### src/rtl/fpga_top.sv
// fpga_top: UART front end with a power-up banner and a byte echo.
//
// After reset the transmitter sends "OK\r\n". After that, every correctly
// framed byte received on io_rx is queued in a small FIFO and sent back
// out on io_tx. The receiver runs while the banner is being sent, so bytes
// that arrive during the banner are echoed after it.
//
// Ports
//   clock  in   system clock, every flop on the rising edge
//   reset  in   synchronous, active-high reset
//   io_rx  in   UART serial in (asynchronous, idle high)
//   io_tx  out  UART serial out (8N1, LSB first, idle high), registered
//
// Parameters
//   CLKS_PER_BIT  clock cycles per UART bit (at least 4)
//   FIFO_DEPTH    echo FIFO entries (power of two, at least 2)
//
// RX FSM
//   state    | meaning
//   RX_IDLE  | line idle, waiting for a synchronised 0
//   RX_START | half a bit into the start bit, then confirm it is still 0
//   RX_DATA  | sample d0..d7 once per bit period, LSB first
//   RX_STOP  | sample the stop bit; on a 0, wait here for the line to go high
//
// TX FSM
//   state    | meaning
//   TX_IDLE  | nothing to send, line held high
//   TX_START | start bit (0) for one bit period
//   TX_DATA  | d0..d7, one bit period each
//   TX_STOP  | stop bit (1); a pending byte loads on its last cycle

module fpga_top #(
  parameter int CLKS_PER_BIT = 434,
  parameter int FIFO_DEPTH   = 4
) (
  input  logic clock,
  input  logic reset,
  input  logic io_rx,
  output logic io_tx
);

  localparam int CW = $clog2(CLKS_PER_BIT);
  localparam int AW = $clog2(FIFO_DEPTH);
  localparam int PW = AW + 1;

  localparam logic [CW-1:0] BIT_LAST  = CW'(CLKS_PER_BIT - 1);
  localparam logic [CW-1:0] HALF_LAST = CW'(CLKS_PER_BIT / 2 - 1);

  typedef enum logic [1:0] {RX_IDLE, RX_START, RX_DATA, RX_STOP} rx_state_e;
  typedef enum logic [1:0] {TX_IDLE, TX_START, TX_DATA, TX_STOP} tx_state_e;

  // ------------------------------------------------------------------
  // RX synchroniser: flops reset to the idle level so a reset does not
  // look like a start bit.
  // ------------------------------------------------------------------
  logic [1:0] sync_q;
  logic       rx_s;

  always_ff @(posedge clock) begin
    if (reset) begin
      sync_q <= 2'b11;
    end else begin
      sync_q <= {sync_q[0], io_rx};
    end
  end

  assign rx_s = sync_q[1];

  // ------------------------------------------------------------------
  // UART receiver
  // ------------------------------------------------------------------
  rx_state_e     rx_state_q;
  logic [CW-1:0] rx_cnt_q;
  logic [2:0]    rx_bit_q;
  logic [7:0]    rx_shift_q;
  logic          rx_ferr_q;
  logic          rx_valid;

  always_ff @(posedge clock) begin
    if (reset) begin
      rx_state_q <= RX_IDLE;
      rx_cnt_q   <= '0;
      rx_bit_q   <= '0;
      rx_shift_q <= '0;
      rx_ferr_q  <= 1'b0;
    end else begin
      unique case (rx_state_q)
        RX_IDLE: begin
          if (!rx_s) begin
            rx_state_q <= RX_START;
            rx_cnt_q   <= HALF_LAST;
            rx_bit_q   <= '0;
            rx_ferr_q  <= 1'b0;
          end
        end
        RX_START: begin
          if (rx_cnt_q == '0) begin
            if (!rx_s) begin
              rx_state_q <= RX_DATA;
              rx_cnt_q   <= BIT_LAST;
            end else begin
              rx_state_q <= RX_IDLE;   // glitch, not a real start bit
            end
          end else begin
            rx_cnt_q <= rx_cnt_q - CW'(1);
          end
        end
        RX_DATA: begin
          if (rx_cnt_q == '0) begin
            rx_shift_q <= {rx_s, rx_shift_q[7:1]};
            rx_cnt_q   <= BIT_LAST;
            if (rx_bit_q == 3'd7) begin
              rx_state_q <= RX_STOP;
            end else begin
              rx_bit_q <= rx_bit_q + 3'd1;
            end
          end else begin
            rx_cnt_q <= rx_cnt_q - CW'(1);
          end
        end
        RX_STOP: begin
          if (rx_ferr_q) begin
            // Framing error: a low line must not be mistaken for a new
            // start bit, so hold here until it returns high.
            if (rx_s) begin
              rx_state_q <= RX_IDLE;
              rx_ferr_q  <= 1'b0;
            end
          end else if (rx_cnt_q == '0) begin
            if (rx_s) begin
              rx_state_q <= RX_IDLE;
            end else begin
              rx_ferr_q <= 1'b1;
            end
          end else begin
            rx_cnt_q <= rx_cnt_q - CW'(1);
          end
        end
        default: rx_state_q <= RX_IDLE;
      endcase
    end
  end

  // The byte is valid in the cycle the stop bit is sampled high; it is
  // pushed into the FIFO on that same edge.
  assign rx_valid = (rx_state_q == RX_STOP) && !rx_ferr_q &&
                    (rx_cnt_q == '0) && rx_s;

  // ------------------------------------------------------------------
  // Echo FIFO
  // ------------------------------------------------------------------
  logic [7:0]    fifo_mem_q [FIFO_DEPTH];
  logic [PW-1:0] wr_ptr_q;
  logic [PW-1:0] rd_ptr_q;
  logic          fifo_empty;
  logic          fifo_full;
  logic          fifo_push;
  logic          fifo_pop;
  logic [7:0]    fifo_head;

  assign fifo_empty = (wr_ptr_q == rd_ptr_q);
  assign fifo_full  = (wr_ptr_q[AW] != rd_ptr_q[AW]) &&
                      (wr_ptr_q[AW-1:0] == rd_ptr_q[AW-1:0]);
  assign fifo_head  = fifo_mem_q[rd_ptr_q[AW-1:0]];

  // A pop in the same cycle frees the head slot, so a push into a full
  // FIFO is still accepted then; otherwise a push while full is dropped.
  assign fifo_push = rx_valid && (!fifo_full || fifo_pop);

  always_ff @(posedge clock) begin
    if (reset) begin
      wr_ptr_q <= '0;
      rd_ptr_q <= '0;
    end else begin
      if (fifo_push) begin
        wr_ptr_q <= wr_ptr_q + PW'(1);
      end
      if (fifo_pop) begin
        rd_ptr_q <= rd_ptr_q + PW'(1);
      end
    end
  end

  always_ff @(posedge clock) begin
    if (fifo_push) begin
      fifo_mem_q[wr_ptr_q[AW-1:0]] <= rx_shift_q;
    end
  end

  // ------------------------------------------------------------------
  // Banner ROM and TX source selection
  // ------------------------------------------------------------------
  logic [2:0] ban_idx_q;
  logic       ban_active;
  logic [7:0] ban_byte;
  logic       tx_avail;
  logic       tx_load;
  logic [7:0] tx_byte;

  assign ban_active = !ban_idx_q[2];

  always_comb begin
    unique case (ban_idx_q[1:0])
      2'd0:    ban_byte = 8'h4F;   // 'O'
      2'd1:    ban_byte = 8'h4B;   // 'K'
      2'd2:    ban_byte = 8'h0D;   // CR
      default: ban_byte = 8'h0A;   // LF
    endcase
  end

  // ------------------------------------------------------------------
  // UART transmitter
  // ------------------------------------------------------------------
  tx_state_e     tx_state_q;
  logic [CW-1:0] tx_cnt_q;
  logic [2:0]    tx_bit_q;
  logic [7:0]    tx_shift_q;
  logic          io_tx_q;

  assign tx_avail = ban_active || !fifo_empty;
  assign tx_byte  = ban_active ? ban_byte : fifo_head;

  // Loading on the last stop-bit cycle keeps queued frames back-to-back.
  assign tx_load  = tx_avail &&
                    ((tx_state_q == TX_IDLE) ||
                     ((tx_state_q == TX_STOP) && (tx_cnt_q == '0)));
  assign fifo_pop = tx_load && !ban_active;

  always_ff @(posedge clock) begin
    if (reset) begin
      tx_state_q <= TX_IDLE;
      tx_cnt_q   <= '0;
      tx_bit_q   <= '0;
      tx_shift_q <= '0;
      io_tx_q    <= 1'b1;
      ban_idx_q  <= '0;
    end else begin
      // io_tx follows the state one cycle late, so every bit (start
      // included) is on the pin for exactly CLKS_PER_BIT cycles.
      unique case (tx_state_q)
        TX_START: io_tx_q <= 1'b0;
        TX_DATA:  io_tx_q <= tx_shift_q[0];
        default:  io_tx_q <= 1'b1;
      endcase

      if (tx_load) begin
        tx_state_q <= TX_START;
        tx_cnt_q   <= BIT_LAST;
        tx_bit_q   <= '0;
        tx_shift_q <= tx_byte;
        if (ban_active) begin
          ban_idx_q <= ban_idx_q + 3'd1;
        end
      end else begin
        unique case (tx_state_q)
          TX_IDLE: begin
          end
          TX_START: begin
            if (tx_cnt_q == '0) begin
              tx_state_q <= TX_DATA;
              tx_cnt_q   <= BIT_LAST;
            end else begin
              tx_cnt_q <= tx_cnt_q - CW'(1);
            end
          end
          TX_DATA: begin
            if (tx_cnt_q == '0) begin
              tx_shift_q <= {1'b0, tx_shift_q[7:1]};
              tx_cnt_q   <= BIT_LAST;
              if (tx_bit_q == 3'd7) begin
                tx_state_q <= TX_STOP;
              end else begin
                tx_bit_q <= tx_bit_q + 3'd1;
              end
            end else begin
              tx_cnt_q <= tx_cnt_q - CW'(1);
            end
          end
          TX_STOP: begin
            if (tx_cnt_q == '0) begin
              tx_state_q <= TX_IDLE;
            end else begin
              tx_cnt_q <= tx_cnt_q - CW'(1);
            end
          end
          default: tx_state_q <= TX_IDLE;
        endcase
      end
    end
  end

  assign io_tx = io_tx_q;

endmodule

### config.mk
export PLATFORM = sky130hd
export DESIGN_NAME = fpga_top
export DESIGN_NICKNAME = d
export VERILOG_FILES = /design/src/rtl/fpga_top.sv
export SDC_FILE = /design/constraint.sdc
export NUM_CORES = 1
export LEC_CHECK = 0
export CORE_ASPECT_RATIO = 1.1
export CORE_MARGIN = 2
export CORE_UTILIZATION = 60
export CTS_CLUSTER_SIZE = 25
export DETAILED_ROUTE_END_ITERATION = 8
export GPL_ROUTABILITY_DRIVEN = 0
export PLACE_DENSITY_LB_ADDON = 0.3
export SYNTH_ARGS = -nofsm -noshare
export SYNTH_HDL_FRONTEND = slang
export SYNTH_SLANG_ARGS = --single-unit
export TNS_END_PERCENT = 50
### constraint.sdc
create_clock -name clock -period 5.7 [get_ports clock]
set_input_delay 1.14 -clock clock [delete_from_list [all_inputs] [get_ports clock]]
set_output_delay 1.14 -clock clock [all_outputs]
set_load 0.01 [all_outputs]
* Word level (Yosys, flattened, before mapping)
Memory sizes are Yosys's and may differ from the RTL's. A register that Yosys moved wholly into a read port is not among the register bits.
Cells that the tools add are included.
** Storage, ports and cells
- Register bits after elaboration :: 57
- RAM bits :: 32
- Memories kept :: 1
- Word-level logic and storage cells :: 147
** Operators by class
- Reductions and logical operators :: 42
- Bitwise gates (word level) :: 2
- Add/sub/neg operators :: 7
- Equality and inequality tests :: 32
- Multiplexer cells :: 46
** Memories
- fifo_mem_q :: depth 4, bits a word 8, read ports 1, clocked after Yosys merged registers in 1, wr ports 1, line 152 : logic [7:0] fifo_mem_q [FIFO_DEPTH];
** Operators with widths (count)
- $mux 9 :: 9
- $pmux 9 s4 :: 1
- $mux 8 :: 4
- $mux 2 :: 14
- $ne 2x2->1 const B :: 11
- $pmux 7 s3 :: 1
- $logic_not 9->1 :: 2
- $ne 3x3->1 const B :: 6
- $pmux 9 s2 :: 1
- $sub 9x1->9 const B :: 2
- $add 3x1->3 const B :: 5
- $reduce_and 5->1 :: 3
- $mux 3 :: 4
- $reduce_and 2->1 :: 6
- $eq 2x2->1 const B :: 5
- $reduce_bool 2->1 :: 5
- $logic_and 1x1->1 :: 8
- $pmux 2 s4 :: 1
- $reduce_and 4->1 :: 2
- $mux 1 :: 7
- $eq 2x1->1 const B :: 3
- $eq 3x3->1 const B :: 2
- $logic_not 2->1 :: 3
- $pmux 2 s3 :: 1
- 14 further kinds :: 23

* Longest topological paths before layout
Gate-level depths: netlist of run 1.
- Depth after elaboration :: 9
- Mapped depth :: 9
- Gate-level depth less buffers :: 7

* Worst setup path after synthesis of run 1
No wires, ideal clock.
- Path kind :: reg2reg
- From :: register tx_cnt_q[0]
- To :: memory fifo_mem_q[3][0] (enable)
- Setup slack :: 3.499 ns
- Stages on the path, launching flop included :: 8
- Library setup time :: 0.332 ns
- Arrival :: 1.870 ns
- Clock period less this slack :: 2.201 ns
- Path buffers :: 0
- Cell sequence :: dfxtp_1 inv_1 ha_1 nor4b_4 a31o_2 a2111oi_0 nor3_1 and2_1
** Between the ends
- Longest elaborated chain between the ends :: 9
** Ends and longest elaborated chain
- start: declaration :: line 215 : logic [CW-1:0] tx_cnt_q;
- start signal: assignment :: line 263 : tx_cnt_q <= tx_cnt_q - CW'(1);
- start signal: assignment :: line 276 : tx_cnt_q <= tx_cnt_q - CW'(1);
- start signal: assignment :: line 283 : tx_cnt_q <= tx_cnt_q - CW'(1);
- $logic_not 9->1 :: line 226 : ((tx_state_q == TX_STOP) && (tx_cnt_q == '0)));
- $logic_and 1x1->1 :: line 226
- $logic_or 1x1->1 :: line 225 : ((tx_state_q == TX_IDLE) ||
- $logic_and 1x1->1 :: line 224 : assign tx_load = tx_avail &&
- $logic_and 1x1->1 :: line 227 : assign fifo_pop = tx_load && !ban_active;
- $logic_or 1x1->1 :: line 168 : assign fifo_push = rx_valid && (!fifo_full || fifo_pop);
- $logic_and 1x1->1 :: line 168
- $mux 1 :: line 185 : if (fifo_push) begin
- $mux 1 (not written as such) :: line 186 : fifo_mem_q[wr_ptr_q[AW-1:0]] <= rx_shift_q;
- end: declaration :: line 152
Every way passes these cells.

* Worst setup path in the final report of run 1
- From :: register tx_cnt_q[1]
- To :: memory fifo_mem_q[1][5] (enable)
The elaborated chain is that of the path after synthesis.

==> results of run 1 <==
-- cells by family after synthesis --
kind of cell,count (synthesis),share of synthesized area [%]
and+or+nand+nor,165,19.8
adders and majority gates,28,7.79
xor gates and xnor gates,12,2.34
muxes,15,5.56
DFF,91,47.6
buffers and inverters,38,3.31
AOI/OAI and AO/OA,92,13.6
-- worst max-delay path by stage --
stage	cells after the start	start	to	slack, ps
2_1_floorplan	7	tx_cnt_q[0]	fifo_mem_q[3][0]	3500
3_3_place_gp	7	tx_cnt_q[0]	fifo_mem_q[0][0]	3140
3_5_place_dp	7	tx_cnt_q[1]	fifo_mem_q[1][0]	3030
4_1_cts	7	tx_cnt_q[1]	fifo_mem_q[1][5]	3020
5_1_grt	7	tx_cnt_q[0]	fifo_mem_q[1][5]	2830
6_report	7	tx_cnt_q[1]	fifo_mem_q[1][5]	3010
-- per-stage QoR --
step / hold WS [ps] / cell area, um^2 / instances / total power, mW / setup slack, ps
floorplan: 389 / 4500 / 441 / 1.23 / 3500
global placement: 409 / 4550 / 510 / 1.32 / 3140
detailed placement: 410 / 4550 / 510 / 1.34 / 3030
CTS: 436 / 4710 / 526 / 1.72 / 3020
global route: 475 / 4710 / 526 / 1.82 / 2830
finish: 436 / 4710 / 526 / 1.72 / 3010
-- state kept, by name, indices dropped and copies added, names as in the netlist, 2 cells and up, named ones only --
register    flops
wr_ptr_q        3
tx_shift_q      8
rx_cnt_q        9
rx_shift_q      8
tx_bit_q        3
ban_idx_q       3
sync_q          2
tx_state_q      2
fifo_mem_q     32
tx_cnt_q        9
rx_bit_q        3
rd_ptr_q        3
-- placed cells by master (no fill, tap or decap), types with 6 or more instances in the layout --
cell and n:
nand3_1 16, nor2_1 35, inv_1 17, and2_1 8
nand2_1 36, clkbuf_8 9, a21oi_1 39, o21ai_0 13
xor2_1 8, nor3_1 24, dfxtp_1 59, edfxtp_1 32
mux2i_1 7, ha_1 28, or2_2 6, mux4_2 8
-- power by group through the flow --
stage	Clock [mW]	Sequential, mW	Combinational [mW]
2_1_floorplan	0	0.793	0.436
3_3_place_gp	0	0.810	0.510
3_5_place_dp	0	0.814	0.524
4_1_cts	0.395	0.799	0.527
5_1_grt	0.418	0.810	0.591
6_report	0.384	0.800	0.532
-- cell type report --
cell class	instances	area, um^2	share of cell area (%)
sequential	91	2140	45.5
multi-input combinational	312	2210	46.8
tap	87	109	2.31
clock buffer	10	128	2.71
timing repair buffer	3	25.0	0.531
clock inverter	6	38.8	0.823
inverter	17	63.8	1.35
-- routing by layer --
metal  part of all wire (%)  global-route usage [%]  vias up
li1                       -                       -     1598
met1                     44                    29.0     1550
met2                     51                    38.4       53
met3                    2.9                    4.46       13
met4                    2.1                    10.5        0
met5                      0                       0        -
==> summary.md, run 1 <==
| Metric | Value |
|---|---|
| Setup CP Type | flip-flop to flip-flop |
| Post-CTS setup buffer count | 0 |
| Setup-failing EPs final | 0 |
| CTS tree | done |
| Ratio of cells with drive above 1 in the final layout | 8.66% |
| Latest clock arrival within the worst-skew pair | 370 ps |
| Pint | 1.09 mW |
| Core ar. | 0.00735 mm^2 |
| Final Max Slew Viols | 0 |
| Leak Pwr | 1.65 nW |
| Slew margin rel. | 28.0% |
| Critical-path top delay cell | nor3_1 |
| Crit path max fanout | 8 |
| Final hold vios | 0 |
| Gate power share | 31.0% |
| Total of max-cap violations | 0 |
| Reg clk slew, reported paths | 90 ps |
| Most frequent cell after synthesis | dfxtp_1 |
| Number of H-tree levels | 3 |
| Sequential Power Share | 46.6% |
| Site row count | 33 |
| Peak supply drop | 147 uV |
| Outcome | finished, final reports clean |
| Reg2Reg Depth | 7 |
| HP Class | flip-flop to flip-flop |
| Final WL | 8.77 mm |
| HPWL after DPL | 6.23 mm |
| Vias in the first global route | 2,996 |
| Main synth FF type | dfxtp_1 |
| Cell Chain, Critical Path | inv_1 > ha_1 > nor4b_4 > a31o_2 > a2111oi_0 > nor3_1 > and2_1 |
| Starting Density | 61.2% |
| Remaining DRCs | 0 |
| Critical path required time | 5740 ps |
| Internal reg-to-reg setup slack | 3010 ps |
| PostCTS Resize Cnt | 0 |
| IO buf count | 3 |
| Setup tns final | 0 ps |
| Routed via count | 3,214 |
| Worst setup SP type | flip-flop |
| Post-CTS Hold Buffers | 0 |
| GRT overflow | 0 |
| Post-Syn Instances | 441 |
| Drt initial violations | 191 |
| Min-delay src | sync_q[0] |
| Worst reg2reg path endpoint | fifo_mem_q[1][5] |
| Initial antenna violation count | 0 |
| Largest net degree at the start of global routing | 61 |
| Switch share | 36.3% |
| Detail Route Antenna Nets | 0 |
| Fmax | 371 MHz |
| CTS Sinks | 91 |
| Register area share after synthesis | 47.6% |
| #FFs+latches synth | 91 |
| Max incr delay on CP | 490 ps |
| Hold depth | 1 |
| Post-Syn Nets | 472 |
| Async SR Flop Fraction | 0% |
| Synth cell types | 58 |
| Cell taking the most area after synthesis | dfxtp_1 |
| Share of the core filled with cells | 64.1% |
| Max clock buf depth | 2 |
| Most frequent cells after synthesis | dfxtp_1, a21oi_1, nand2_1 |
| Dominant delay contributor by cell family on the critical path | simple AND/OR/NAND/NOR gates |
| Origin of the critical flop-to-flop path | tx_cnt_q[1] |
| TritonRoute pass-1 iters | 4 |
| Clock Skew | 5.60 ps |
| Synth top area cells | dfxtp_1, edfxtp_1, ha_1 |
| Chip width | 86.5 um |
| RSZ-0062 raised after global routing | no |
| Syn_area_per_cell | 10.2 um^2 |
| Root buffer selected by CTS | clkbuf_8 |
| Layout net count | 465 |
| Top Ports | 4 |
| WP buf/inv | 1 |
| Filler cell count | 594 |
| Share of the synthesized area in the top cell type | 26.3% |
| ANT cells | 0 |
| Area of the mapped netlist | 0.00450 mm^2 |
| GRT Total Usage | 23.1% |
| Global-route wire length before repair | 14.5 mm |
| DR vias/cell | 6.11 |
| NetSw | 623 uW |
| Num CTS Buffers | 9 |
| Nature of the critical path endpoint | flip-flop |
| Power share of the clock group | 22.4% |
| Final min period | 2690 ps |
| Pwr dens | 364 mW/mm^2 |
| Die height | 94.8 um |
| Worst Tran Pin Value | 1080 ps |
| Die area | 0.00820 mm^2 |
| Part of the cycle the worst path needs | 47.3% |
| CP Data Arrival Time | 2730 ps |
| WHS Endpoint | sync_q[1] |
| Ys Warns | 0 |
| Area Overhead vs Synth | 4.79% |
| EDFF count, synth | 32 |
| WL per Instance | 16.7 um |
Power figures use the tool's default switching activity.
==> run 2, diff against run 1 <==
--- a/config.mk
+++ b/config.mk
@@ -7,7 +7,7 @@
 export LEC_CHECK = 0
 export CORE_ASPECT_RATIO = 1.1
 export CORE_MARGIN = 2
-export CORE_UTILIZATION = 60
+export CORE_UTILIZATION = 57
 export CTS_CLUSTER_SIZE = 25
 export DETAILED_ROUTE_END_ITERATION = 8
 export GPL_ROUTABILITY_DRIVEN = 0
==> constraint.sdc (replaced) <==
create_clock -name clock -period 2.4 [get_ports clock]
set_input_delay 0.48 -clock clock [delete_from_list [all_inputs] [get_ports clock]]
set_output_delay 0.48 -clock clock [all_outputs]
set_load 0.01 [all_outputs]
==> run 2 against run 1 <==
Setup slack lost 2800 ps. First-iteration DRC count down 7.9%. Non-clock buffer count increased by 12. Via count is 3.4% higher. Clock skew is 6.4 ps higher. Combinational power rose to 2.6 times the previous value. Largest cell class unchanged.
==> summary.md, run 2 (synthesis results as in run 1) <==
| Metric | Value |
|---|---|
| Setup-failing EPs final | 0 |
| Reg clk slew, reported paths | 100 ps |
| CTS tree | done |
| Area Overhead vs Synth | 8.26% |
| Crit path max fanout | 8 |
| Die height | 97.2 um |
| Flip-flop count of the largest register after layout | 32 |
| Final min period | 2230 ps |
| Remaining DRCs | 0 |
| Final hold vios | 0 |
| Outcome | finished, final reports clean |
| Starting Density | 59.5% |
| Core ar. | 0.00756 mm^2 |
| Total of max-cap violations | 0 |
| Commonest non-fill, non-tap cell in the layout | dfxtp_1 |
| Clock Skew | 12.0 ps |
| TritonRoute pass-1 iters | 5 |
| Post-CTS setup buffer count | 0 |
| Most frequent cells in the layout | dfxtp_1, a21oi_1, nand2_1 |
| Reg2Reg Depth | 7 |
| Tot Pwr | 4.26 mW |
| Initial antenna violation count | 0 |
| Final Max Slew Viols | 0 |
| RSZ-0062 raised after global routing | no |
| Layout net count | 477 |
| Die area | 0.00862 mm^2 |
| Max incr delay on CP | 360 ps |
| Top Ports | 4 |
| GRT overflow | 0 |
| Hold depth | 1 |
| Global-route wire length before repair | 14.9 mm |
| WP buf/inv | 1 |
| Peak supply drop | 357 uV |
| Root buffer selected by CTS | clkbuf_8 |
| Setup CP Type | flip-flop to flip-flop |
| Worst setup SP type | flip-flop |
| WHS Endpoint | sync_q[1] |
| Detail Route Antenna Nets | 0 |
| Largest net degree at the start of global routing | 27 |
| Worst reg2reg path endpoint | fifo_mem_q[0][7] |
| Nature of the critical path endpoint | flip-flop |
| Dominant delay contributor by cell family on the critical path | simple AND/OR/NAND/NOR gates |
| Site row count | 33 |
| Filler cell count | 599 |
| Max clock buf depth | 2 |
| Latest clock arrival within the worst-skew pair | 360 ps |
| IO buf count | 3 |
| Ratio of cells with drive above 1 in the final layout | 13.1% |
| HP Class | flip-flop to flip-flop |
| Worst Tran Pin Value | 474 ps |
| Min-delay src | sync_q[0] |
| Part of the cycle the worst path needs | 92.8% |
| Pwr dens | 876 mW/mm^2 |
| Vias in the first global route | 3,199 |
| Origin of the critical flop-to-flop path | tx_cnt_q[0] |
| DR vias/cell | 5.98 |
| Leak Pwr | 1.73 nW |
| CTS Sinks | 91 |
| Fmax | 449 MHz |
| Slew margin rel. | 68.1% |
| Critical path required time | 2450 ps |
| ANT cells | 0 |
| Drt initial violations | 176 |
| Num CTS Buffers | 9 |
| Routed via count | 3,324 |
| Chip width | 88.7 um |
| WL per Instance | 15.7 um |
| Critical-path top delay cell | nor3_1 |
| GRT Total Usage | 21.7% |
| Setup tns final | 0 ps |
| Cell Chain, Critical Path | inv_1 > ha_1 > nor4b_4 > a31o_2 > a2111oi_2 > nor3_1 > and2_2 |
| HPWL after DPL | 6.38 mm |
| Final WL | 8.75 mm |
| CP Data Arrival Time | 2280 ps |
| Number of H-tree levels | 3 |
| Internal reg-to-reg setup slack | 170 ps |
[run 2: how the worst max path moves through the flow]
| stage | start | to | depth (start not counted) |
|---|---|---|---|
| CTS | tx_cnt_q[0] | fifo_mem_q[0][7] | 7 |
| detailed placement | tx_cnt_q[0] | fifo_mem_q[0][4] | 7 |
| finish | tx_cnt_q[0] | fifo_mem_q[0][7] | 7 |
| global route | tx_cnt_q[0] | fifo_mem_q[1][7] | 7 |
| floorplan | tx_cnt_q[0] | fifo_mem_q[3][0] | 7 |
| global placement | tx_cnt_q[0] | fifo_mem_q[0][4] | 7 |
[run 2: worst reg2reg max path: cells and delay by family (launching register included)]
kind,cells,cell delay [ps]
AOI/OAI and AO/OA,2,340
buffers and inverters,1,120
DFF,1,330
adders and majority gates,1,210
and+or+nand+nor,3,940
[run 2: what timing repair did]
item,in CTS,in global routing
hold buffers,0,0
resized for setup,1,6
setup endpoints to repair,32,34
[run 2: layout make-up]
cell class	count	area (um^2)	area share (%)
clock buffer	9	124	2.54
tap	105	131	2.70
multi-input combinational	312	2220	45.6
clock inverter	7	57.6	1.18
timing repair buffer	15	128	2.62
inverter	17	63.8	1.31
sequential	91	2140	44.0
[run 2: where the power goes]
part,internal (mW),switching [mW],total [mW]
logic,0.583,0.811,1.39
clock network,0.393,0.586,0.978
registers,1.73,0.163,1.89
[run 2: routing by layer]
layer / up-vias / GRT usage, % / routed length [um]
li1: 1636 / - / -
met1: 1593 / 28.2 / 3850
met2: 77 / 35.4 / 4380
met3: 18 / 3.99 / 364
met4: 0 / 8.16 / 160
met5: - / 0 / 0
[run 2: per-stage QoR]
stage               setup slack (ps)  area, um^2  instances  hold slack, ps  utilization (%)
CTS                             35.1        4850        556             421             64.2
detailed placement              53.1        4670        540             416             61.8
floorplan                        199        4500        441             389                -
global route                   0.298        4870        556             431             64.4
global placement                 118        4670        540             410             61.8
finish                           172        4870        556             416             64.4
